**src/rtl/debug_scan_controller.sv**
```systemverilog
// Debug scan controller: walks the debug mux through every membrane-potential word plus the
// spike word, streams each captured word out over a valid/ready handshake, then restores the
// user's debug selection. Optionally repeats after an idle gap.
module debug_scan_controller #(
  parameter int unsigned NUM_POT  = 10,
  parameter int unsigned PERIOD_W = 16
) (
  input  logic                clk,
  input  logic                rst_n,
  input  logic                start,
  input  logic                abort,
  input  logic [PERIOD_W-1:0] period,
  input  logic [7:0]          user_cfg,
  output logic                cfg_en,
  output logic [7:0]          cfg_data,
  input  logic [7:0]          dbg_data,
  output logic                out_valid,
  input  logic                out_ready,
  output logic [7:0]          out_data,
  output logic [3:0]          out_idx,
  output logic                out_last,
  output logic                busy,
  output logic                done
);

  typedef enum logic [2:0] {
    StIdle,
    StCfg,
    StSample,
    StSend,
    StRestore,
    StGap
  } state_e;

  localparam logic [3:0]          LastIdx = 4'(NUM_POT);
  localparam logic [PERIOD_W-1:0] One     = {{(PERIOD_W-1){1'b0}}, 1'b1};

  state_e              state_q, state_d;
  logic [3:0]          idx_q, idx_d;
  logic [PERIOD_W-1:0] gap_q, gap_d;
  logic                aborted_q, aborted_d;
  logic                out_valid_q, out_valid_d;
  logic [7:0]          out_data_q, out_data_d;
  logic [3:0]          out_idx_q, out_idx_d;
  logic                out_last_q, out_last_d;
  logic                done_q, done_d;
  logic                xfer;

  assign xfer = out_valid_q & out_ready;

  always_ff @(posedge clk or negedge rst_n) begin
    if (!rst_n) begin
      state_q <= StIdle;
    end else begin
      state_q <= state_d;
    end
  end

  always_ff @(posedge clk or negedge rst_n) begin
    if (!rst_n) begin
      idx_q       <= '0;
      gap_q       <= '0;
      aborted_q   <= 1'b0;
      out_valid_q <= 1'b0;
      out_data_q  <= '0;
      out_idx_q   <= '0;
      out_last_q  <= 1'b0;
      done_q      <= 1'b0;
    end else begin
      idx_q       <= idx_d;
      gap_q       <= gap_d;
      aborted_q   <= aborted_d;
      out_valid_q <= out_valid_d;
      out_data_q  <= out_data_d;
      out_idx_q   <= out_idx_d;
      out_last_q  <= out_last_d;
      done_q      <= done_d;
    end
  end

  always_comb begin
    state_d     = state_q;
    idx_d       = idx_q;
    gap_d       = gap_q;
    aborted_d   = aborted_q;
    out_valid_d = out_valid_q;
    out_data_d  = out_data_q;
    out_idx_d   = out_idx_q;
    out_last_d  = out_last_q;
    done_d      = 1'b0;
    unique case (state_q)
      StIdle: begin
        aborted_d = 1'b0;
        if (start && !abort) begin
          state_d = StCfg;
          idx_d   = '0;
        end
      end
      StCfg: begin
        if (abort) begin
          state_d   = StRestore;
          aborted_d = 1'b1;
        end else begin
          state_d = StSample;
        end
      end
      StSample: begin
        if (abort) begin
          state_d   = StRestore;
          aborted_d = 1'b1;
        end else begin
          state_d     = StSend;
          out_valid_d = 1'b1;
          out_data_d  = dbg_data;
          out_idx_d   = idx_q;
          out_last_d  = (idx_q == LastIdx);
        end
      end
      StSend: begin
        // An abort here is remembered until the pending word has been accepted.
        if (abort) aborted_d = 1'b1;
        if (xfer) begin
          out_valid_d = 1'b0;
          if (out_last_q || aborted_d) begin
            state_d = StRestore;
          end else begin
            idx_d   = idx_q + 4'd1;
            state_d = StCfg;
          end
        end
      end
      StRestore: begin
        done_d = 1'b1;
        if (aborted_q || abort || (period == '0)) begin
          state_d = StIdle;
        end else begin
          state_d = StGap;
          gap_d   = period - One;
        end
      end
      StGap: begin
        if (abort) begin
          state_d   = StRestore;
          aborted_d = 1'b1;
        end else if (gap_q == '0) begin
          state_d = StCfg;
          idx_d   = '0;
        end else begin
          gap_d = gap_q - One;
        end
      end
      default: state_d = StIdle;
    endcase
  end

  always_comb begin
    cfg_en   = 1'b0;
    cfg_data = '0;
    unique case (state_q)
      StCfg: begin
        cfg_en   = 1'b1;
        cfg_data = (idx_q == LastIdx) ? 8'hFF : 8'(idx_q);
      end
      StRestore: begin
        cfg_en   = 1'b1;
        cfg_data = user_cfg;
      end
      default: ;
    endcase
  end

  assign busy      = (state_q != StIdle);
  assign done      = done_q;
  assign out_valid = out_valid_q;
  assign out_data  = out_data_q;
  assign out_idx   = out_idx_q;
  assign out_last  = out_last_q;

endmodule
```
**config.mk**
```make
export PLATFORM = sky130hd
export DESIGN_NAME = debug_scan_controller
export DESIGN_NICKNAME = d
export VERILOG_FILES = /design/src/rtl/debug_scan_controller.sv
export SDC_FILE = /design/constraint.sdc
export NUM_CORES = 1
export LEC_CHECK = 0
export ABC_AREA = 0
export CAP_MARGIN = 20
export CORE_ASPECT_RATIO = 0.6
export CORE_MARGIN = 5
export CORE_UTILIZATION = 45
export DETAILED_ROUTE_END_ITERATION = 8
export GPL_TIMING_DRIVEN = 0
export PLACE_DENSITY_LB_ADDON = 0.12
export SKIP_LAST_GASP = 1
export SYNTH_ARGS = -nofsm -noshare
export SYNTH_HDL_FRONTEND = slang
export SYNTH_SLANG_ARGS = --single-unit
```
**constraint.sdc**
```tcl
create_clock -name clk -period 9.2 [get_ports clk]
set_input_delay 1.38 -clock clk [delete_from_list [all_inputs] [get_ports clk]]
set_output_delay 1.38 -clock clk [all_outputs]
set_load 0.02 [all_outputs]
```
==> metrics.md, run 1 <==
| Metric | Value |
|---|---|
| Initial DRC count | ~210 |
| Fillers | slightly above 500 |
| Antenna violations before repair | 0 |
| Fin Setup TNS | 0 ns |
| CP arrival | about 2.7 ns |
| Average size of a mapped cell | around 8.5 um2 |
| Final hold vios | 0 |
| Slew Limit Fails | 0 |
| Warnings from Yosys | 0 |
| Area delta synth->final | 31.7% |
| Core region area | about 0.0056 mm2 |
| HPWL Detailed | approximately 6000 um |
| Die height | ~69 um |
| Fmax | 248 MHz |
| Syn Inst Count | about 310 |
| CP max FO | 1 |
| Setup repair bufs after CTS | 0 |
| Post-synthesis mux area share | 0.0990 |
| Synth Area in Compound Gates | 0.219 |
| Post-Synth Simple-Gate Area | 0.249 |
| Die area | 0.00755 mm2 |
| Number of diodes | 0 |
| Relative slew slack | 0.502 |
| Layout cells sized above 1 | 0.113 |
| Slew @ Worst Pin | roughly 0.75 ns |
| WP data required | ~7.8 ns |
| Maximum number of pins on one net before global-route repair | 34 |
| Starting Density | 0.470 |
| Clk pin slew, worst setup/hold paths | around 0.08 ns |
| RePlAce Congestion | around 0.94 |
| CTS tree | yes |
| Vias per cell | 5.94 |
| Clock tree buffer depth | 2 |
| Multi-input gate area | around 0.0016 mm2 |
| Reg2Reg Depth | 10 |
| R2R setup slack | 5.35 ns |
| Largest family of logic cells by synthesized area | simple AND/OR/NAND/NOR gates |
| Synthesized Nets | 352 |
| # setup viols final | 0 |
| Max IR drop VDD | about 0.00015 V |
| Leak Pwr | 1.35 nW |
| CP peak stage delay | a little over 0.6 ns |
| Worst-path cell chain | clkdlybuf4s50_1 > nand2_1 > a21oi_1 > clkdlybuf4s50_1 |
| Final ANT Viol Nets | 0 |
| Minimum clock period | 4.04 ns |
| Top Ports | between 60 and 70 |
| Die X | 109 um |
| Total GRT Usage | 0.213 |
| XOR/XNOR share of the synthesized area | 0.0133 |
| Crit path kind | in2out |
| Register area share after synthesis | 0.369 |
| H-tree depth | 2 |
| Library cells used by synthesis | just under 60 |
| Critical-path top delay cell | clkdlybuf4s50_1 |
| CTS root buf | clkbuf_8 |
| Critical Path End Type | output pin |
| Vias in the first global route | between 2000 and 2500 |
| Worst reg2reg startpoint | state_q[1] |
| RSZ-0062 raised after global routing | false |
| Port Buf Inserts | 60 |
| Outcome | complete, no violations |
| Crit start category | input port |
| Post-Synth Adder-Cell Area | 0.0142 |
| Final nets | 420 |
| Via count | between 2000 and 3000 |
| Flop and latch count out of synthesis | 39 |
| Power Dens Cells | around 260 mW/mm2 |
| # resized after CTS | 0 |
| Hold Crit Class | reg2reg |
| Hold-fix buffers, CTS | 0 |
| Pre-antenna DRT Iters | 5 |
| Residual DRC count | 0 |
| First-pass GRT wire length | about 13000 um |
| Synthesized area | approximately 0.0026 mm2 |
| Worst-skew pair later-pin latency | about 0.3 ns |
| Reg-to-reg endpoint | gap_q[12] |
| Max Cap Viol | 0 |
| Post-synth EDFFs | 0 |
| Crit path to | cfg_data[7] |
| Cts bufs inserted | 5 |
| Most used cell, CP | clkdlybuf4s50_1 |
| Async SR Flop Fraction | 1.00 |
| Grt total ovfl | 0 |
| Avg WL per Cell | around 17 um |
| Worst setup path startpoint | user_cfg[7] |
| Register area | around 1000 um2 |
| Core Util, Final | 0.619 |
| Detailed-route wire length | ~8000 um |
| Clock Sinks | 39 |
| Crit share post-route | 0.439 |
| Row cnt | 21 |
| Dominant synthesized flop cell | dfrtp_1 |
| Clock Skew | between 0.006 and 0.007 ns |
==> kinds of logic (layout without fill, tap and decap cells) <==
family / after synthesis / in the layout
buf+inv: 24 / 93
simple gates: 131 / 131
flops: 39 / 39
compound gates: 87 / 87
fa+ha+maj: 3 / 3
mux: 24 / 24
xor+xnor: 4 / 4
==> layout by cell type (no fill, tap or decap), drive strengths merged, types with 3 or more instances in the layout <==
cell type / count
nor4: 5
mux2i: 7
mux2: 17
o21ai: 19
a22oi: 5
o21a: 3
nand3: 6
a211oi: 6
o31ai: 3
o211ai: 3
a2111oi: 4
nor3: 21
or3: 7
or4: 3
nor2b: 4
dfrtp: 39
and2: 3
a21oi: 25
buf: 7
ha: 3
nor2: 33
nand2: 35
clkdlybuf4s50: 59
a31oi: 4
nand2b: 3
clkbuf: 19
inv: 7
==> critical path, delay by kind of cell <==
kind / cells / cell delay (ns)
AND/OR/NAND/NOR: 1 / 0.05
buffers and inverters: 2 / 1.07
AO/OA/AOI/OAI: 1 / 0.15
==> layer usage <==
metal	vias to the layer above	GRT usage	share of wire	wire, um
met1	1315	0.343	0.49	3920
met4	0	0.0336	0.0064	51
met5	-	0	0	0
met3	6	0.0651	0.10	829
li1	1287	-	-	-
met2	129	0.274	0.40	3160
==> where the power goes <==
| part | internal (mW) | switching [mW] |
|---|---|---|
| clock network | 0.0893 | 0.0688 |
| registers | 0.240 | 0.0727 |
| logic | 0.190 | 0.229 |
==> cell usage after synthesis (all sizes together) (6+ instances only) <==
cell type  count  share of area
a211oi         6          0.019
a21oi         25          0.047
clkbuf        13          0.018
dfrtp         39           0.37
inv            6         0.0085
mux2          17          0.072
mux2i          7          0.027
nand2         35          0.051
nand3          6          0.011
nor2          33          0.047
nor3          21          0.044
o21ai         19          0.037
or3            7          0.017
==> registers in the layout, summed over array words and instances, names as in the netlist <==
signal,cells
aborted_q,1
done,1
gap_q,16
idx_q,4
out_data,8
out_idx,4
out_last,1
out_valid,1
state_q,3
==> cell type report <==
class                           count  share of cell area
Timing Repair Buffer               61               0.177
Inverter                            6             0.00647
Tap cell                           80              0.0288
Sequential cell                    39               0.281
Clock inverter                      2              0.0112
Clock buffer                        6              0.0237
Buffer                             18              0.0209
Multi-Input combinational cell    249               0.451
==> how the worst min path moves through the flow <==
stage | from | to | slack (ns) | depth (start not counted)
finish | out_data[0] | out_data[0] | 0.51 | 1
global route | out_data[5] | out_data[5] | 0.54 | 1
CTS | out_data[0] | out_data[0] | 0.52 | 1
detailed placement | out_data[5] | out_data[5] | 0.49 | 1
global placement | out_data[1] | out_data[1] | 0.49 | 1
floorplan | gap_q[15] | gap_q[15] | 0.48 | 1
==> stage by stage <==
step / total power, mW / cell area [um2] / hold WS, ns / setup slack (ns) / cells
2_1_floorplan: 0.557 / 2640 / 0.478 / 6.03 / 312
3_5_place_dp: 0.729 / 3360 / 0.495 / 5.00 / 453
4_1_cts: 0.888 / 3480 / 0.516 / 5.16 / 461
6_report: 0.889 / 3480 / 0.509 / 5.16 / 461
3_3_place_gp: 0.715 / 3340 / 0.489 / 5.02 / 452
5_1_grt: 0.945 / 3480 / 0.538 / 4.94 / 461
Note: power is estimated with default switching activity, not from simulation.
==> inputs of run 2 (changes only) <==
- clock period: 9.2 -> 3.4 ns (I/O delays scaled with it)
==> run 2 against run 1 <==
Compared with the run above:
- clock power rose to 2.7 times the previous value
- via count increased by 0.73%
- die area unchanged
- power rose to 2.7 times the previous value
- final area rose by 0.32%
- worst setup slack worse by 5.0 ns
- largest power group unchanged
- highest routed layer unchanged
- non-clock buffer count is 1 lower
- combinational power increased to 2.7 times the previous value
- first-iteration DRC count up 25%
- final cell count fell by 0.22%
- critical path type is now reg2reg
- sequential power rose to 2.7 times the previous value
==> metrics.md, run 2 (same netlist as run 1, synthesis figures left out) <==
| Metric | Value |
|---|---|
| Tot Pwr | 2.41 mW |
| Setup repair bufs after CTS | 0 |
| Total GRT Usage | 0.213 |
| Slew @ Worst Pin | about 0.74 ns |
| Core region area | around 0.0056 mm2 |
| Residual DRC count | 0 |
| Outcome | complete, no violations |
| Leak Pwr | 1.36 nW |
| Max Used Layer | met4 |
| CP max FO | 10 |
| Grt total ovfl | 0 |
| Power Dens Cells | approximately 690 mW/mm2 |
| CTS root buf | clkbuf_8 |
| Layout cells sized above 1 | 0.126 |
| Clock Skew | around 0.0056 ns |
| First-pass GRT wire length | 12900 um |
| CP arrival | 3.38 ns |
| Share of power burned in registers | 0.351 |
| Most frequent cells in the layout | 59 x clkdlybuf4s50_1, 39 x dfrtp_1, 34 x nand2_1 |
| Crit start category | flip-flop |
| Max FFs per register | 16 |
| Critical Path End Type | flip-flop |
| P_int | between 1 and 1.5 mW |
| Worst-skew pair later-pin latency | about 0.30 ns |
| Relative slew slack | 0.505 |
| Row cnt | 21 |
| WP data required | between 3 and 4 ns |
| Vias per cell | roughly 6 |
| Minimum clock period | ~3.2 ns |
| Die area | between 0.007 and 0.008 mm2 |
| Sw Ratio | 0.417 |
| Clk pin slew, worst setup/hold paths | roughly 0.090 ns |
| Final hold vios | 0 |
| Max IR drop VDD | roughly 0.0004 V |
| Die height | 69.3 um |
| Final nets | approximately 420 |
| Met2 WL post-DR | 3190 um |
| Crit share post-route | 0.941 |
| HPWL Detailed | 5980 um |
| Via count | 2757 |
| Slew Limit Fails | 0 |
| RePlAce Congestion | approximately 0.94 |
| Clock tree buffer depth | 2 |
| Vias in the first global route | roughly 2500 |
| Hold-fix buffers, CTS | 0 |
| # setup viols final | 0 |
| Psw | between 1 and 1.5 mW |
| Fmax | 313 MHz |
| CTS tree | yes |
| Core Util, Final | 0.621 |
| Logic pwr share | 0.473 |
| Initial DRC count | between 200 and 300 |
| WL met1 | about 3800 um |
| Top Ports | 62 |
| Hold Crit Class | in2async |
| Clock Power Share | 0.176 |
| Clock Sinks | 39 |
| Final ANT Viol Nets | 0 |
| Detailed-route wire length | approximately 8000 um |
| Cts bufs inserted | 5 |
| Crit path kind | reg2reg |
| Die X | 109 um |
| Starting Density | 0.470 |
| Port Buf Inserts | 60 |
| Avg WL per Cell | between 15 and 20 um |
| Antenna violations before repair | 0 |
| WL met3 | between 900 and 1000 um |
| Max Cap Viol | 0 |
| H-tree depth | 2 |
| Number of diodes | 0 |
| Area delta synth->final | 32.1% |
| Maximum number of pins on one net before global-route repair | 34 |
| Pre-antenna DRT Iters | 4 |
| Commonest non-fill, non-tap cell in the layout | clkdlybuf4s50_1 |
| Top reg by flops | gap_q |
## run 2: cell count changes in the layout (fill, tap and decap cells not counted), sizes merged
cell    before  now
clkbuf      19   18
## run 2: final timing paths
path                                   from     endpoint  slack (ns)  cells past startpoint
worst max-delay path             state_q[1]     gap_q[6]        0.20                     10
worst min-delay path                  rst_n  out_data[3]        0.04                      1
worst max register to register   state_q[1]     gap_q[6]        0.20                     10
worst min register to register  out_data[0]  out_data[0]        0.51                      1
max in group asynchronous             rst_n   state_q[1]        2.92                      2
min in group clk                out_data[0]  out_data[0]        0.51                      1
## run 2: layout make-up
cell class / count / area (um2)
fillers: 509 / 2130
multi-input cells: 249 / 1580
flip-flops and latches: 39 / 976
repair buffers: 61 / 616
well taps: 80 / 100
clock buffers: 6 / 82.6
plain buffers: 17 / 72.6
clock inverters: 2 / 38.8
inverters: 6 / 22.5
## run 2: per-stage QoR
stage / setup WS (ns) / hold WS, ns / instances / cell area, um2 / setup TNS [ns]
global placement: -0.325 / 0.489 / 452 / 3340 / -1.63
global route: -0.0333 / 0.0418 / 460 / 3490 / -0.0333
CTS: 0.0433 / 0.0358 / 461 / 3480 / 0
floorplan: 0.449 / 0.214 / 312 / 2640 / 0
detailed placement: -0.373 / 0.366 / 453 / 3360 / -2.01
finish: 0.201 / 0.0426 / 460 / 3490 / 0
## run 2: layer usage
| layer | track usage | up-vias |
|---|---|---|
| met2 | 0.274 | 139 |
| met1 | 0.344 | 1327 |
| met5 | 0 | - |
| li1 | - | 1287 |
| met3 | 0.0623 | 4 |
| met4 | 0.0336 | 0 |
## run 2: critical path, cell delays in order (launching register included)
cell and delay, ns:
dfrtp_1 0.42, clkbuf_1 0.25, and3b_1 0.38, buf_2 0.28
buf_2 0.32, mux2i_1 0.27, ha_2 0.34, o221a_2 0.28
mux2_2 0.34, a21oi_1 0.15, a21oi_1 0.06
## run 2: timing repair
action,in CTS,in global routing
resized for setup,3,4
endpoints found under the hold margin,0,0
setup endpoints to repair,7,7
gates cloned,0,0
## run 2: power groups by stage
| stage | logic [mW] | registers, mW | clock network, mW |
|---|---|---|---|
| after global routing | 1.24 | 0.870 | 0.447 |
| final | 1.14 | 0.846 | 0.426 |
| after CTS | 1.13 | 0.838 | 0.434 |
| after detailed placement | 1.13 | 0.845 | 0 |
| after floorplan | 0.632 | 0.876 | 0 |
| after global placement | 1.10 | 0.834 | 0 |
